$ cat src/rtl/cpu_ctrl_pkg.sv
// Shared pipeline-control definitions: hazard FSM state encoding and default sizing.
package cpu_ctrl_pkg;

  localparam int unsigned DEF_REG_ADDR_W = 5;
  localparam int unsigned DEF_MAX_WAIT   = 255;
  localparam int unsigned WAIT_CNT_W     = 16;
  localparam int unsigned PERF_CNT_W     = 32;

  typedef enum logic [1:0] {
    RUN    = 2'd0,
    ISTALL = 2'd1,
    DSTALL = 2'd2,
    FAULT  = 2'd3
  } hz_state_e;

  function automatic logic is_wait(input hz_state_e s);
    return (s == ISTALL) || (s == DSTALL);
  endfunction

endpackage

$ cat src/rtl/wait_timer.sv
// Consecutive memory-wait counter; flags the cycle on which one more wait would exceed MAX_WAIT.
module wait_timer
  import cpu_ctrl_pkg::*;
#(
  parameter int unsigned MAX_WAIT = DEF_MAX_WAIT
) (
  input  logic clock,
  input  logic reset,
  input  logic waiting,
  output logic expired
);

  localparam logic [WAIT_CNT_W-1:0] LAST_CNT = WAIT_CNT_W'(MAX_WAIT - 1);

  logic [WAIT_CNT_W-1:0] wait_cnt;

  assign expired = waiting && (wait_cnt == LAST_CNT);

  // Expiry diverts the FSM to FAULT, so the count is not advanced past the limit.
  always_ff @(posedge clock) begin
    if (reset) begin
      wait_cnt <= '0;
    end else if (waiting && !expired) begin
      wait_cnt <= wait_cnt + WAIT_CNT_W'(1);
    end else begin
      wait_cnt <= '0;
    end
  end

endmodule

$ cat src/rtl/hazard_controller.sv
// Pipeline hazard controller: load-use bubbles, fetch/data memory stalls, branch flush, wait timeout.
// Optional stall_cycles performance counter enabled by macro HAZARD_PERF_COUNT_EN.
module hazard_controller
  import cpu_ctrl_pkg::*;
#(
  parameter int unsigned REG_ADDR_W = DEF_REG_ADDR_W,
  parameter int unsigned MAX_WAIT   = DEF_MAX_WAIT
) (
  input  logic                  clock,
  input  logic                  reset,
  input  logic                  ID_EX_MemRead,
  input  logic [REG_ADDR_W-1:0] ID_EX_Rt,
  input  logic [REG_ADDR_W-1:0] IF_ID_Rs,
  input  logic [REG_ADDR_W-1:0] IF_ID_Rt,
  input  logic                  branch_taken,
  input  logic                  imem_ready,
  input  logic                  dmem_busy,
  output logic                  PC_Write,
  output logic                  IF_ID_Write,
  output logic                  IF_ID_Flush,
  output logic                  ID_EX_Bubble,
  output logic                  Pipe_Hold,
`ifdef HAZARD_PERF_COUNT_EN
  output logic [PERF_CNT_W-1:0] stall_cycles,
`endif
  output logic                  fault
);

  hz_state_e state;
  hz_state_e state_next;
  hz_state_e rule_next;
  logic      load_use;
  logic      branch_accept;
  logic      flush_pending;
  logic      wait_expired;

  assign load_use = ID_EX_MemRead && (ID_EX_Rt != '0) &&
                    ((ID_EX_Rt == IF_ID_Rs) || (ID_EX_Rt == IF_ID_Rt));

  // A branch seen during a load-use or data stall is re-presented by ID later.
  assign branch_accept = branch_taken && !dmem_busy && !load_use;

  wait_timer #(.MAX_WAIT(MAX_WAIT)) u_wait_timer (
    .clock   (clock),
    .reset   (reset),
    .waiting ((state != FAULT) && is_wait(rule_next)),
    .expired (wait_expired)
  );

  always_ff @(posedge clock) begin
    if (reset) begin
      state <= RUN;
    end else begin
      state <= state_next;
    end
  end

  always_comb begin
    rule_next  = RUN;
    state_next = state;
    if (dmem_busy) begin
      rule_next = DSTALL;
    end else if (load_use) begin
      rule_next = RUN;
    end else if (!imem_ready) begin
      rule_next = ISTALL;
    end
    if (state == FAULT) begin
      state_next = FAULT;
    end else if (wait_expired) begin
      state_next = FAULT;
    end else begin
      state_next = rule_next;
    end
  end

  always_comb begin
    PC_Write     = 1'b0;
    IF_ID_Write  = 1'b0;
    IF_ID_Flush  = 1'b0;
    ID_EX_Bubble = 1'b0;
    Pipe_Hold    = 1'b0;
    fault        = 1'b0;
    if (!reset) begin
      if (state == FAULT) begin
        ID_EX_Bubble = 1'b1;
        Pipe_Hold    = 1'b1;
        fault        = 1'b1;
      end else if (dmem_busy) begin
        Pipe_Hold = 1'b1;
      end else if (load_use || !imem_ready) begin
        ID_EX_Bubble = 1'b1;
      end else begin
        PC_Write    = 1'b1;
        IF_ID_Write = 1'b1;
        IF_ID_Flush = branch_accept || flush_pending;
      end
    end
  end

  // Remembers a taken branch until the wrong-path fetch actually lands in IF/ID.
  always_ff @(posedge clock) begin
    if (reset) begin
      flush_pending <= 1'b0;
    end else if (IF_ID_Write) begin
      flush_pending <= 1'b0;
    end else if (branch_accept) begin
      flush_pending <= 1'b1;
    end
  end

`ifdef HAZARD_PERF_COUNT_EN
  logic [PERF_CNT_W-1:0] stall_cnt;

  always_ff @(posedge clock) begin
    if (reset) begin
      stall_cnt <= '0;
    end else if (!PC_Write && (state != FAULT) && (stall_cnt != '1)) begin
      stall_cnt <= stall_cnt + PERF_CNT_W'(1);
    end
  end

  assign stall_cycles = reset ? '0 : stall_cnt;
`endif

endmodule

$ cat config.mk
export PLATFORM = sky130hd
export DESIGN_NAME = hazard_controller
export DESIGN_NICKNAME = d
export VERILOG_FILES = /design/src/rtl/cpu_ctrl_pkg.sv /design/src/rtl/wait_timer.sv /design/src/rtl/hazard_controller.sv
export SDC_FILE = /design/constraint.sdc
export NUM_CORES = 1
export LEC_CHECK = 0
export CAP_MARGIN = 10
export CORE_ASPECT_RATIO = 1.25
export CORE_MARGIN = 5
export CORE_UTILIZATION = 43
export CTS_CLUSTER_SIZE = 12
export DETAILED_ROUTE_END_ITERATION = 8
export PLACE_DENSITY = 0.72
export SYNTH_ARGS = -nofsm -noshare
export SYNTH_HDL_FRONTEND = slang
export SYNTH_SLANG_ARGS = --single-unit
$ cat constraint.sdc
create_clock -name clock -period 2.1 [get_ports clock]
set_clock_uncertainty 0.15 [all_clocks]
set_input_delay 0.525 -clock clock [delete_from_list [all_inputs] [get_ports clock]]
set_output_delay 0.525 -clock clock [all_outputs]
set_load 0.02 [all_outputs]
* Yosys cells after proc, flatten, opt, wreduce, memory -nomap -nowiden
Cells that the tools add are included.
** Word-level totals
- Flip-flop bits (word level) :: 19
- Bits of input ports :: 21
- Word-level logic and storage cells :: 52
** Cells by class
- Add/sub/neg operators :: 1
- Eq/ne operators :: 7
- Multiplexer cells :: 22
- Bitwise gates (word level) :: 1
- Reductions and logical operators :: 18
** Operators by type and width (count)
- 1-bit two-way mux :: 19
- 16-bit by 1-bit adder with 16-bit output, second input constant :: 1
- 16-bit by 8-bit == test with 1-bit output, second input constant :: 1
- 5-bit == test :: 2
- 1-bit logical AND :: 7
- 2-bit two-way mux :: 3
- 5-bit nonzero test :: 1
- 2-bit == test, second input constant :: 2
- 1-bit logical NOT :: 4
- 1-bit logical OR :: 4
- 2-bit OR reduction :: 2
- 2-bit by 1-bit == test with 1-bit output, second input constant :: 1
- 2-bit inequality test, second input constant :: 1
- 1-bit NOT :: 1

* Longest topological paths before layout
Gate-level depths: netlist of the first run.
- Depth in word-level cells :: 13
- Depth in mapped cells :: 8
- Gate-level depth less buffers :: 7

* Cells and area by module
Synthesis of the first run repeated with hierarchy kept, for this count alone.
** Unflattened totals
- Cells, all modules :: 129
- Area, all modules :: 1088.5 um^2
** By module, submodules not included
- wait_timer :: times used 1, cells each 82, area each 733.2 um^2, sequential area each 320.3 um^2
- hazard_controller :: times used 1, cells each 47, area each 355.3 um^2, sequential area each 60.1 um^2

* Least setup slack after synthesis of the first run
OpenSTA, ideal clock, no wires.
- Path type :: input to output
- Start point :: in ID_EX_Rt[1]
- End point :: out PC_Write
- Arrival :: 1926 ps
- Slack :: -501 ps
- Stages on the path :: 5
- Buffers on the path :: 1
- Cells stage by stage :: or4_1 -> o21ai_2 -> o21ai_0 -> nor2_1 -> buf_4
** On the way
- Cells in the longest elaborated chain, start to end :: 8
** Ends and longest elaborated chain
- from (decl) :: RTL line hazard_controller.sv:12 : input logic [REG_ADDR_W-1:0] ID_EX_Rt,
- 5-bit == test or 5-bit nonzero test (tied branches) :: RTL line hazard_controller.sv:38, hazard_controller.sv:37
- 1-bit logical OR or 1-bit logical AND (tied branches) :: RTL line hazard_controller.sv:38, hazard_controller.sv:37
- 1-bit logical AND * :: RTL line hazard_controller.sv:37 : assign load_use = ID_EX_MemRead && (ID_EX_Rt != '0) &&
- 1-bit logical OR * :: RTL line hazard_controller.sv:91 : end else if (load_use || !imem_ready) begin
- 1-bit two-way mux * (4 in a row)
- to (decl) :: RTL line hazard_controller.sv:18 : output logic PC_Write,
Every way passes the cells marked *; elsewhere a longest branch is shown, timed or not.

* Worst setup path after layout of the first run
- Start point :: in ID_EX_Rt[4]
- End point :: out ID_EX_Bubble
** On the way
- Cells in the longest elaborated chain, start to end :: 8
** Ends and longest elaborated chain
- 5-bit == test or 5-bit nonzero test (tied branches) :: RTL line hazard_controller.sv:38, hazard_controller.sv:37
- 1-bit logical OR or 1-bit logical AND (tied branches) :: RTL line hazard_controller.sv:38, hazard_controller.sv:37
- 1-bit logical AND * :: RTL line hazard_controller.sv:37
- 1-bit logical OR * :: RTL line hazard_controller.sv:91
- 1-bit two-way mux * :: RTL line hazard_controller.sv:91
- 1-bit two-way mux * :: RTL line hazard_controller.sv:89 : end else if (dmem_busy) begin
- 1-bit two-way mux * :: RTL line hazard_controller.sv:85 : if (state == FAULT) begin
- 1-bit two-way mux * :: RTL line hazard_controller.sv:84 : if (!reset) begin
- to (decl) :: RTL line hazard_controller.sv:21 : output logic ID_EX_Bubble,
Marks and branches as above.

==> results of run 1 <==
-- cell usage in the layout, fill, tap and decap left out, types with 2 or more instances in the layout --
cell,n
a21oi_1,3
and3_1,3
buf_2,2
buf_4,16
buf_6,7
clkbuf_4,3
clkdlybuf4s50_1,4
dfxtp_1,19
dlygate4sd2_1,9
ha_1,2
inv_1,4
nand2_1,6
nand3_1,11
nand4_1,2
nor2_1,20
nor2_2,3
nor2_4,2
nor3_1,2
nor3_2,3
o21ai_4,3
xnor2_1,5
xor2_1,19
-- final cells by class --
cell class	count	area (um2)	area share
Tap cell	33	41.3	0.0261
Multi-Input combinational cell	102	721	0.456
Sequential cell	19	380	0.241
Timing Repair Buffer	43	397	0.251
Clock buffer	4	26.3	0.0166
Inverter	4	15.0	0.00950
-- stage by stage --
stage | setup TNS [ps] | worst slack (ps) | total power, uW
floorplan | -789 | -293 | 452
global placement | -12280 | -1210 | 537
detailed placement | -13070 | -1220 | 540
CTS | -1230 | -353 | 724
global route | -1420 | -395 | 757
finish | -1280 | -372 | 722
-- logic make-up after synthesis --
family / after synthesis
adder cells (fa/ha/maj): 2
XOR/XNOR: 24
buffers and inverters: 7
AND/OR/NAND/NOR: 62
flip-flops: 19
AO/OA/AOI/OAI: 14
-- tightest hold or removal path, stage by stage (launching register included) --
cell and delay (ps):
dfxtp_1 340, ha_1 120, nor2_1 40
-- timing repair --
item,CTS,global route
buffers inserted,4,0
setup endpoints to repair,24,22
hold endpoints to repair,0,0
hold buffers,0,0
pin swaps,13,1
resized for setup,73,8
-- routing by layer --
metal / GRT usage / part of all wire / up-vias
met5: 0 / 0 / -
met4: 0.0280 / 0.0074 / 0
met3: 0.0340 / 0.049 / 2
met2: 0.301 / 0.55 / 27
met1: 0.165 / 0.40 / 475
li1: - / - / 523
-- worst min path at each step --
| stage | to | slack (ps) | cells after the start |
|---|---|---|---|
| 2_1_floorplan | u_wait_timer.wait_cnt[0] | 300 | 1 |
| 3_3_place_gp | u_wait_timer.wait_cnt[15] | 350 | 2 |
| 3_5_place_dp | u_wait_timer.wait_cnt[15] | 370 | 2 |
| 4_1_cts | u_wait_timer.wait_cnt[1] | 380 | 2 |
| 5_1_grt | u_wait_timer.wait_cnt[15] | 420 | 2 |
| 6_report | u_wait_timer.wait_cnt[1] | 380 | 2 |
-- sequential cells by signal, summed over array words and instances, names as in the netlist --
name	count
flush_pending	1
u_wait_timer.wait_cnt	16
state	2
-- power by group through the flow --
stage / Combinational [uW] / Clock (uW) / Sequential (uW)
3_3_place_gp: 158 / 0 / 379
4_1_cts: 164 / 188 / 371
3_5_place_dp: 160 / 0 / 380
2_1_floorplan: 70.8 / 0 / 381
6_report: 167 / 183 / 371
5_1_grt: 183 / 201 / 373
==> results.sh, run 1 <==
export IMPL_post_route_period_util=1.18
export IMPL_synth_cells=128
export IMPL_synth_compound_area_frac=0.0989
export IMPL_hold_viol=0
export IMPL_area_delta_synth_final_pct=48.8
export IMPL_drv_cap=0
export IMPL_r2r_start="u_wait_timer.wait_cnt[0]"
export IMPL_slew_violations=0
export IMPL_root_buffer="clkbuf_4"
export IMPL_synth_mux_area_frac=0
export IMPL_die_y_um=65.6
export IMPL_worst_slack_ps=-372
export IMPL_synth_nets=151
export IMPL_n_antenna_cell=0
export IMPL_slowest_stage="or4_4"
export IMPL_dieWidth_um=54.5
export IMPL_filler_cell_count=209
export IMPL_avgSynthCellArea_um2=8.30
export IMPL_cp_end_kind="output port"
export IMPL_clock_path_buffers=2
export IMPL_placed_area_um2=1490
export IMPL_ys_seq_elements=19
export IMPL_drt_iter0_drc=14
export IMPL_worstMarginPinSlew_ps=406
export IMPL_fin_nets=196
export IMPL_min_period_ps=2470
export IMPL_grt_pass1_vias=1052
export IMPL_synth_top_area_share=0.358
export IMPL_drtAntennaViolNets=0
export IMPL_routed_via_density=5.01
export IMPL_clkSlewWorstSetupHoldPaths_ps=100
export IMPL_critical_path_startpoint="ID_EX_Rt[4]"
export IMPL_grt_use_total=0.156
export IMPL_status="complete, but fails checks"
export IMPL_hold_path_startpoint="u_wait_timer.wait_cnt[1]"
export IMPL_internal_power_uw=531
export IMPL_cp_buffers_inverters=2
export IMPL_finalSetupViolCount=4
export IMPL_synth_cell_types=34
export IMPL_cp_depth=6
export IMPL_hpwl_um=1910
export IMPL_synthTopCellsByArea="dfxtp_1 36%, xor2_1 16%, nor2_1 8.8%, nand3_1 5.2%, xnor2_1 4.1%"
export IMPL_place_gp_congestion=0.825
export IMPL_vias=1027
export IMPL_worstPathCellList="buf_8 -> or4_4 -> o21ai_4 -> nor2_2 -> o21a_2 -> buf_6"
export IMPL_clock_power_share=0.253
export IMPL_synth_adder_area_share=0.0236
export IMPL_synth_ff_type="dfxtp_1"
export IMPL_core_area_um2=2400
export IMPL_synth_top_area_cell="dfxtp_1"
export IMPL_placedCellCount=197
export IMPL_start_util=0.442
export IMPL_whs_ps=377
export IMPL_cts_tree="done"
export IMPL_cpLargestDelayFamily="simple AND/OR/NAND/NOR gates"
export IMPL_cpPeakStageDelay_ps=530
export IMPL_synthesis_area_um2=1060
export IMPL_p_comb_frac=0.232
export IMPL_worstSetupEndpoint="ID_EX_Bubble"
export IMPL_numCtsBuffers=3
export IMPL_htree_num_levels=1
export IMPL_seqPwrFrac=0.515
export IMPL_power_density_nw_per_um2=457
export IMPL_post_route_util=0.658
export IMPL_gr_total_overflow=0
export IMPL_cp_start_kind="input port"
export IMPL_slew_headroom=0.727
export IMPL_synth_most_common_cell="nor2_1"
export IMPL_synth_top_cells_by_count="25 x nor2_1, 19 x dfxtp_1, 19 x xor2_1"
export IMPL_min_path_type="register to register"
export IMPL_rows=20
export IMPL_ys_seq_area_frac=0.358
export IMPL_io_pins=27
export IMPL_violations="setup timing"
export IMPL_peakVddDrop_uv=288
export IMPL_reg2reg_slack_ps=270
export IMPL_antenna_found_initial=0
export IMPL_io_buffers=26
export IMPL_wl_per_cell_um=11.9
export IMPL_grt_pass1_wl_um=4240
export IMPL_clk_latency_ps=300
export IMPL_die_area_um2=3570
export IMPL_drt_first_pass_iters=4
export IMPL_swShare=0.264
export IMPL_fin_area_um2=1580
export IMPL_cp_max_fo=4
export IMPL_rr_endpoint="u_wait_timer.wait_cnt[15]"
export IMPL_crit_required_ps=1420
export IMPL_reg2reg_depth=8
export IMPL_drive_gt1_frac=0.291
export IMPL_final_cell_count_no_fill=205
export IMPL_drt_total_wl_um=2440
export IMPL_p_leak_uw=0.000650
export IMPL_rsz0062_at_grt="true"
export IMPL_synthXorXnorAreaFrac=0.198
export IMPL_async_flop_share=0
export IMPL_fmaxAchievable_mhz=405
export IMPL_synth_edff_count=0
export IMPL_drc=0
export IMPL_grt_max_degree=17
export IMPL_worstPathArrival_ps=1800
export IMPL_synth_top_family_by_area="simple AND/OR/NAND/NOR gates"
export IMPL_worstSetupPathType="input port to output port"
export IMPL_cts_sinks=19
export IMPL_yosys_area_share_simple=0.286
export IMPL_yosysWarnings=0
export IMPL_p_sw_uw=190
(Power assumes the default switching activity.)
==> inputs of run 2 (changes only) <==
Settings changed: CAP_MARGIN 10 to default.
==> results of run 2 <==
Same layout as run 1: the final DEF is identical, and so are final timing and power.
